==> config.mk <==
export PLATFORM = sky130hd
export DESIGN_NAME = regfile
export DESIGN_NICKNAME = d
export VERILOG_FILES = /design/src/rtl/cpu_pkg.sv /design/src/rtl/regfile_read_port.sv /design/src/rtl/regfile.sv
export SDC_FILE = /design/constraint.sdc
export NUM_CORES = 2
export LEC_CHECK = 0
export BUFFER_PORTS_ARGS = -buffer_cell sky130_fd_sc_hd__clkbuf_2
export CORE_UTILIZATION = 35
export DETAILED_ROUTE_END_ITERATION = 8
export GPL_ROUTABILITY_DRIVEN = 0
export HOLD_SLACK_MARGIN = 0.08
export REMOVE_ABC_BUFFERS = 1
export SYNTH_ARGS = -nofsm -noshare
export SYNTH_HDL_FRONTEND = slang
export SYNTH_SLANG_ARGS = --single-unit
==> constraint.sdc <==
create_clock -name clk -period 78.8 [get_ports clk]
set_input_delay 11.82 -clock clk [delete_from_list [all_inputs] [get_ports clk]]
set_output_delay 11.82 -clock clk [all_outputs]
set_load 0.02 [all_outputs]
==> src/rtl/cpu_pkg.sv <==
// Shared CPU package: default datapath widths, the hardwired-zero register
// index and the ALU control encodings used across the single-cycle datapath.
package cpu_pkg;

    localparam int DATA_W = 32;
    localparam int ADDR_W = 5;

    localparam logic [4:0] REG_ZERO = 5'd0;

    typedef enum logic [3:0] {
        ALU_AND = 4'b0000,
        ALU_OR  = 4'b0001,
        ALU_ADD = 4'b0010,
        ALU_SUB = 4'b0110
    } alu_ctrl_e;

endpackage

==> src/rtl/regfile_read_port.sv <==
// One combinational read port of the register file: index mux, index-0
// override and the optional write-through forward.
// Build option: define REGFILE_BYPASS_EN to forward same-cycle write data.
module regfile_read_port
    import cpu_pkg::*;
#(
    parameter int DATA_W = cpu_pkg::DATA_W,
    parameter int ADDR_W = cpu_pkg::ADDR_W
) (
    input  logic              reset,
    input  logic [ADDR_W-1:0] read_reg,
    input  logic [DATA_W-1:0] mem [1 << ADDR_W],
    input  logic              reg_write,
    input  logic [ADDR_W-1:0] write_reg,
    input  logic [DATA_W-1:0] write_data,
    output logic [DATA_W-1:0] read_data
);

    localparam logic [ADDR_W-1:0] ZERO_IDX = ADDR_W'(REG_ZERO);

`ifdef REGFILE_BYPASS_EN
    localparam logic BYPASS_EN = 1'b1;
`else
    localparam logic BYPASS_EN = 1'b0;
`endif

    logic fwd_hit_s;

    // Forward only a real (non-zero, non-reset) write aimed at this index.
    always_comb begin
        fwd_hit_s = 1'b0;
        if (BYPASS_EN && !reset && reg_write &&
            (write_reg != ZERO_IDX) && (write_reg == read_reg)) begin
            fwd_hit_s = 1'b1;
        end else begin
            fwd_hit_s = 1'b0;
        end
    end

    // Select the read value: zero index wins, then forward, then storage.
    always_comb begin
        read_data = {DATA_W{1'b0}};
        if (read_reg == ZERO_IDX) begin
            read_data = {DATA_W{1'b0}};
        end else if (fwd_hit_s) begin
            read_data = write_data;
        end else begin
            read_data = mem[read_reg];
        end
    end

endmodule

==> src/rtl/regfile.sv <==
// Architectural register file: 2^ADDR_W x DATA_W, two combinational read
// ports, one synchronous write port, register 0 hardwired to zero, and an
// asynchronous active-high reset that clears every entry.
// Build option: REGFILE_BYPASS_EN enables write-through forwarding.
module regfile
    import cpu_pkg::*;
#(
    parameter int DATA_W = cpu_pkg::DATA_W,
    parameter int ADDR_W = cpu_pkg::ADDR_W
) (
    input  logic              clk,
    input  logic              reset,
    input  logic [ADDR_W-1:0] read_reg1,
    input  logic [ADDR_W-1:0] read_reg2,
    output logic [DATA_W-1:0] read_data1,
    output logic [DATA_W-1:0] read_data2,
    input  logic              reg_write,
    input  logic [ADDR_W-1:0] write_reg,
    input  logic [DATA_W-1:0] write_data
);

    localparam int                DEPTH    = 1 << ADDR_W;
    localparam logic [ADDR_W-1:0] ZERO_IDX = ADDR_W'(REG_ZERO);

    logic [DATA_W-1:0] mem_r [DEPTH];
    logic [DEPTH-1:0]  we_s;

    // One-hot write decode; writes aimed at index 0 are dropped here.
    always_comb begin
        we_s = {DEPTH{1'b0}};
        if (reg_write && (write_reg != ZERO_IDX)) begin
            we_s[write_reg] = 1'b1;
        end else begin
            we_s = {DEPTH{1'b0}};
        end
    end

    // Storage: reset clears all entries and overrides a coincident write.
    always_ff @(posedge clk or posedge reset) begin
        if (reset) begin
            for (int i = 0; i < DEPTH; i++) begin
                mem_r[i] <= {DATA_W{1'b0}};
            end
        end else begin
            for (int i = 0; i < DEPTH; i++) begin
                if (we_s[i]) begin
                    mem_r[i] <= write_data;
                end
            end
        end
    end

    regfile_read_port #(
        .DATA_W (DATA_W),
        .ADDR_W (ADDR_W)
    ) u_port1 (
        .reset      (reset),
        .read_reg   (read_reg1),
        .mem        (mem_r),
        .reg_write  (reg_write),
        .write_reg  (write_reg),
        .write_data (write_data),
        .read_data  (read_data1)
    );

    regfile_read_port #(
        .DATA_W (DATA_W),
        .ADDR_W (ADDR_W)
    ) u_port2 (
        .reset      (reset),
        .read_reg   (read_reg2),
        .mem        (mem_r),
        .reg_write  (reg_write),
        .write_reg  (write_reg),
        .write_data (write_data),
        .read_data  (read_data2)
    );

endmodule

==> PnR_summary.wiki <==
{| class="wikitable"
! Metric !! Value
|-
| Count of endpoints failing hold in the final timing report || 0
|-
| Final setup violation count || 0
|-
| Antenna-violating nets left || 0
|-
| Overall routed net length || 174.2 mm
|-
| Number of global-route vias before repair || 35.10k
|-
| Hold bufs inserted after CTS || 0
|-
| Areal power density over the cells || 25.50 mW/mm^2
|-
| P_sw || 0.4197 mW
|-
| Logic gate share of total power || 19.9%
|-
| Hold path cells || 0
|-
| Pre-antenna DRT Iters || 7
|-
| Complex-gate fraction of the synthesized area || 4.537%
|-
| Sequential share of the synthesized area || 47.12%
|-
| Least-Margin Pin Slew || 1.209 ns
|-
| Post-synthesis mux area share || 43.29%
|-
| Insertion delay of the later-clocked pin in the worst-skew pair || 0.69 ns
|-
| Die Ht || 396.2 um
|-
| Summed instance area of the synthesized netlist || 0.05439 mm^2
|-
| Die footprint || 0.1570 mm^2
|-
| Worst min-delay path endpoint || mem_r[1009]
|-
| Post-DR wirelength/cell || 31.07 um
|-
| Overflow left after global routing || 0
|-
| Worst-path cell chain || buf_8 > buf_4 > buf_12 > buf_4 > mux4_2 > mux2i_1 > a221o_1 > a31oi_1 > clkbuf_2
|-
| Global-route wire length before repair || 255.5 mm
|-
| Antenna violations before repair || 6
|-
| Internal power contribution || 1.114 mW
|-
| Max-cap viol count || 0
|-
| Area grow syn2layout || 10.59%
|-
| Worst R2R Path Depth || 1
|-
| Clock edge transition at the registers on the reported setup and hold paths || 0.06 ns
|-
| Proportion of register bits with asynchronous set or reset after synthesis || 100.0%
|-
| Total clock sinks || 1,024
|-
| Maximum clock frequency || 35.68 MHz
|-
| Critical register-to-register path endpoint || mem_r[363]
|-
| Min Tclk post-route || 28.03 ns
|-
| Clock buffer depth || 3
|-
| Vias per cell || 6.105
|-
| Number of flops mapped to enable cells by yosys || 0
|-
| RSZ-0062 raised after global routing || no
|-
| Critical path's largest stage delay || 0.82 ns
|-
| Xor and xnor area share after synthesis || 0%
|-
| Half-perimeter wire length after detailed placement || 95.02 mm
|-
| Prevailing post-synth register cell || sky130_fd_sc_hd__dfrtp_1
|-
| Register-to-register path setup slack || 78.00 ns
|-
| Crit path launch || read_reg2[0]
|-
| Register containing the most flip-flops in the final layout || mem_r
|-
| Final nets || 3,526
|-
| Post-route fraction of the period consumed by the critical path || 35.57%
|-
| Part of the power in registers || 45.6%
|-
| Reg-to-Reg Start || mem_r[363]
|-
| Met2 layer wire length in the routed design || 80.19 mm
|-
| Violations in the final reports || design-rule violations
|-
| Rows || 144
|-
| Root Buffer Master || sky130_fd_sc_hd__clkbuf_16
|-
| Depth of the CTS H-tree || 3
|-
| Clock network fraction of design power || 34.5%
|-
| Post-route clock skew || 0 ns
|-
| Iteration-0 DRC count of the detailed router || 2,893
|-
| Share of final-layout standard cells stronger than drive strength 1 || 52.63%
|-
| Average instance area after synthesis || 15.19 um^2
|-
| Highest ir drop seen on vdd || 0.01784 mV
|-
| Hold WC Path Type || reg2reg
|-
| Crit start category || input pin
|-
| Core footprint || 0.1542 mm^2
|-
| Setup TNS || 0 ns
|-
| Top Registers || mem_r (1024)
|-
| Critical path type || in2out
|-
| CTS tree || built
|-
| Combinational family with the most area after synthesis || multiplexers
|-
| Distinct cell type count after synthesis || 39
|-
| Count of fill cells added during filler insertion || 14.35k
|-
| Post-CTS setup repair buffer count || 0
|-
| Top sig layer || met5
|-
| Leakage power || 25.71 nW
|-
| Crit end category || primary output
|-
| Layout Utilization || 39.00%
|-
| Maximum fanout count along the critical path || 86
|-
| Remaining routing DRC violations || 24
|-
| Count of state elements after synthesis || 1,024
|-
| Net Sw Frac || 27.36%
|-
| Met3 wire length || 13.08 mm
|-
| Total clock buffers created by CTS || 115
|-
| Routed vias || 34.23k
|-
| Post-synthesis simple-gate area fraction || 1.252%
|-
| Initial core utilization || 35.26%
|-
| IO Pins || 114
|-
| Metal-1 WL || 75.50 mm
|-
| Count of port buffers added during placement || 113
|-
| Die Span X || 396.2 um
|-
| Standard cell with the maximum stage delay on the critical path || sky130_fd_sc_hd__buf_4
|-
| Synthesized netlist cell count || 3,580
|-
| Overall track demand over capacity in global routing || 22.12%
|-
| Synthesized-area fraction occupied by adder cells || 0%
|-
| Arrival time worst endpoint || 16.21 ns
|-
| Source of the worst hold timing path || mem_r[1009]
|-
| Cell occurring most often along the worst timing path || sky130_fd_sc_hd__buf_4
|-
| Maximum number of pins on one net before global-route repair || 161
|-
| Synth Warn # || 0
|-
| Relative max-transition margin || 18.87%
|-
| Run status || finished with violations
|-
| Pins Over Slew Limit || 0
|-
| Overall Power || 1.534 mW
|-
| Data required time of the critical path || 66.98 ns
|-
| Number of gates resized after cts || 0
|-
| Number of flip-flops under the largest register name || 1,024
|}
[metal layers]
metal / global-route usage [%] / vias up
met5: 0 / -
met1: 31.24 / 18820
met2: 34.22 / 1328
met3: 4.381 / 311
met4: 6.874 / 4
li1: - / 13770
[metrics by stage]
stage / cells / hold slack [ns] / area [um^2] / setup slack, ns
after floorplan: 3160 / 0.3653 / 52330 / 38.16
after CTS: 5605 / 0.3962 / 60140 / 50.70
after global placement: 5403 / 0.3779 / 56450 / 50.71
after global routing: 5605 / 0.4117 / 60140 / 50.46
after detailed placement: 5403 / 0.3826 / 56450 / 50.71
final: 5607 / 0.3944 / 60150 / 50.77
[worst max-delay path: cells and delay by family]
kind,cells,cell delay (ns)
compound gates,2,0.81
buf+inv,5,2.76
mux,2,0.44
[cells in the mapped netlist (37+ instances only)]
master                     number  area share (%)
sky130_fd_sc_hd__a22oi_1       64            0.88
sky130_fd_sc_hd__mux2_2      1004              21
sky130_fd_sc_hd__dfrtp_1     1024              47
sky130_fd_sc_hd__mux4_2       448              19
sky130_fd_sc_hd__nand2_1       54            0.37
sky130_fd_sc_hd__buf_4         44            0.61
sky130_fd_sc_hd__clkbuf_1     216             1.5
sky130_fd_sc_hd__o21ai_0       58            0.53
sky130_fd_sc_hd__buf_2         93            0.86
sky130_fd_sc_hd__mux2i_1      192             3.5
sky130_fd_sc_hd__nor2b_1       37            0.43
sky130_fd_sc_hd__buf_1         47            0.32
sky130_fd_sc_hd__a221oi_1      45            0.72
[area by class of cell]
cell class | count | area [um^2] | area share (%)
timing repair buffer | 199 | 1285 | 2.136
clock inverter | 29 | 290.3 | 0.4826
inverter | 3 | 23.77 | 0.03952
multi-input combinational | 2133 | 26960 | 44.83
clock buffer | 173 | 3398 | 5.650
sequential | 1024 | 25620 | 42.60
antenna | 2 | 5.005 | 0.008321
tap | 2044 | 2557 | 4.252
[worst max path at each step]
stage | endpoint | slack, ns | cells past startpoint
6_report | read_data2[10] | 50.77 | 9
3_5_place_dp | read_data2[10] | 50.71 | 9
4_1_cts | read_data2[10] | 50.70 | 9
3_3_place_gp | read_data2[10] | 50.71 | 9
5_1_grt | read_data2[10] | 50.46 | 9
2_1_floorplan | mem_r[0] | 38.16 | 1
[layout by cell type, fill, tap and decap left out, drive strengths merged, types with 37 or more instances in the layout]
cell    Yosys  final
clkbuf    217    278
buf       203     94
nor2b      37     37
a221oi     45     45
nand2      54     54
dfrtp    1024   1024
mux2i     192    192
a22oi      64     64
mux2     1024   1024
mux4      448    448
o21ai      77     77
[power by group through the flow]
stage          Sequential, mW  Clock [mW]  Combinational [mW]
2_1_floorplan           0.682           0               0.227
3_3_place_gp            0.704           0               0.300
3_5_place_dp            0.707           0               0.306
4_1_cts                 0.698       0.540               0.307
5_1_grt                 0.714       0.561               0.326
6_report                0.700       0.530               0.305
[cells by family (layout without fill, tap and decap cells)]
logic type | after synthesis | after routing
AOI/OAI and AO/OA | 333 | 333
buffers and inverters | 423 | 404
DFF | 1024 | 1024
muxes | 1664 | 1664
other | 0 | 2
and+or+nand+nor | 136 | 136
Note: power is estimated with default switching activity, not from simulation.
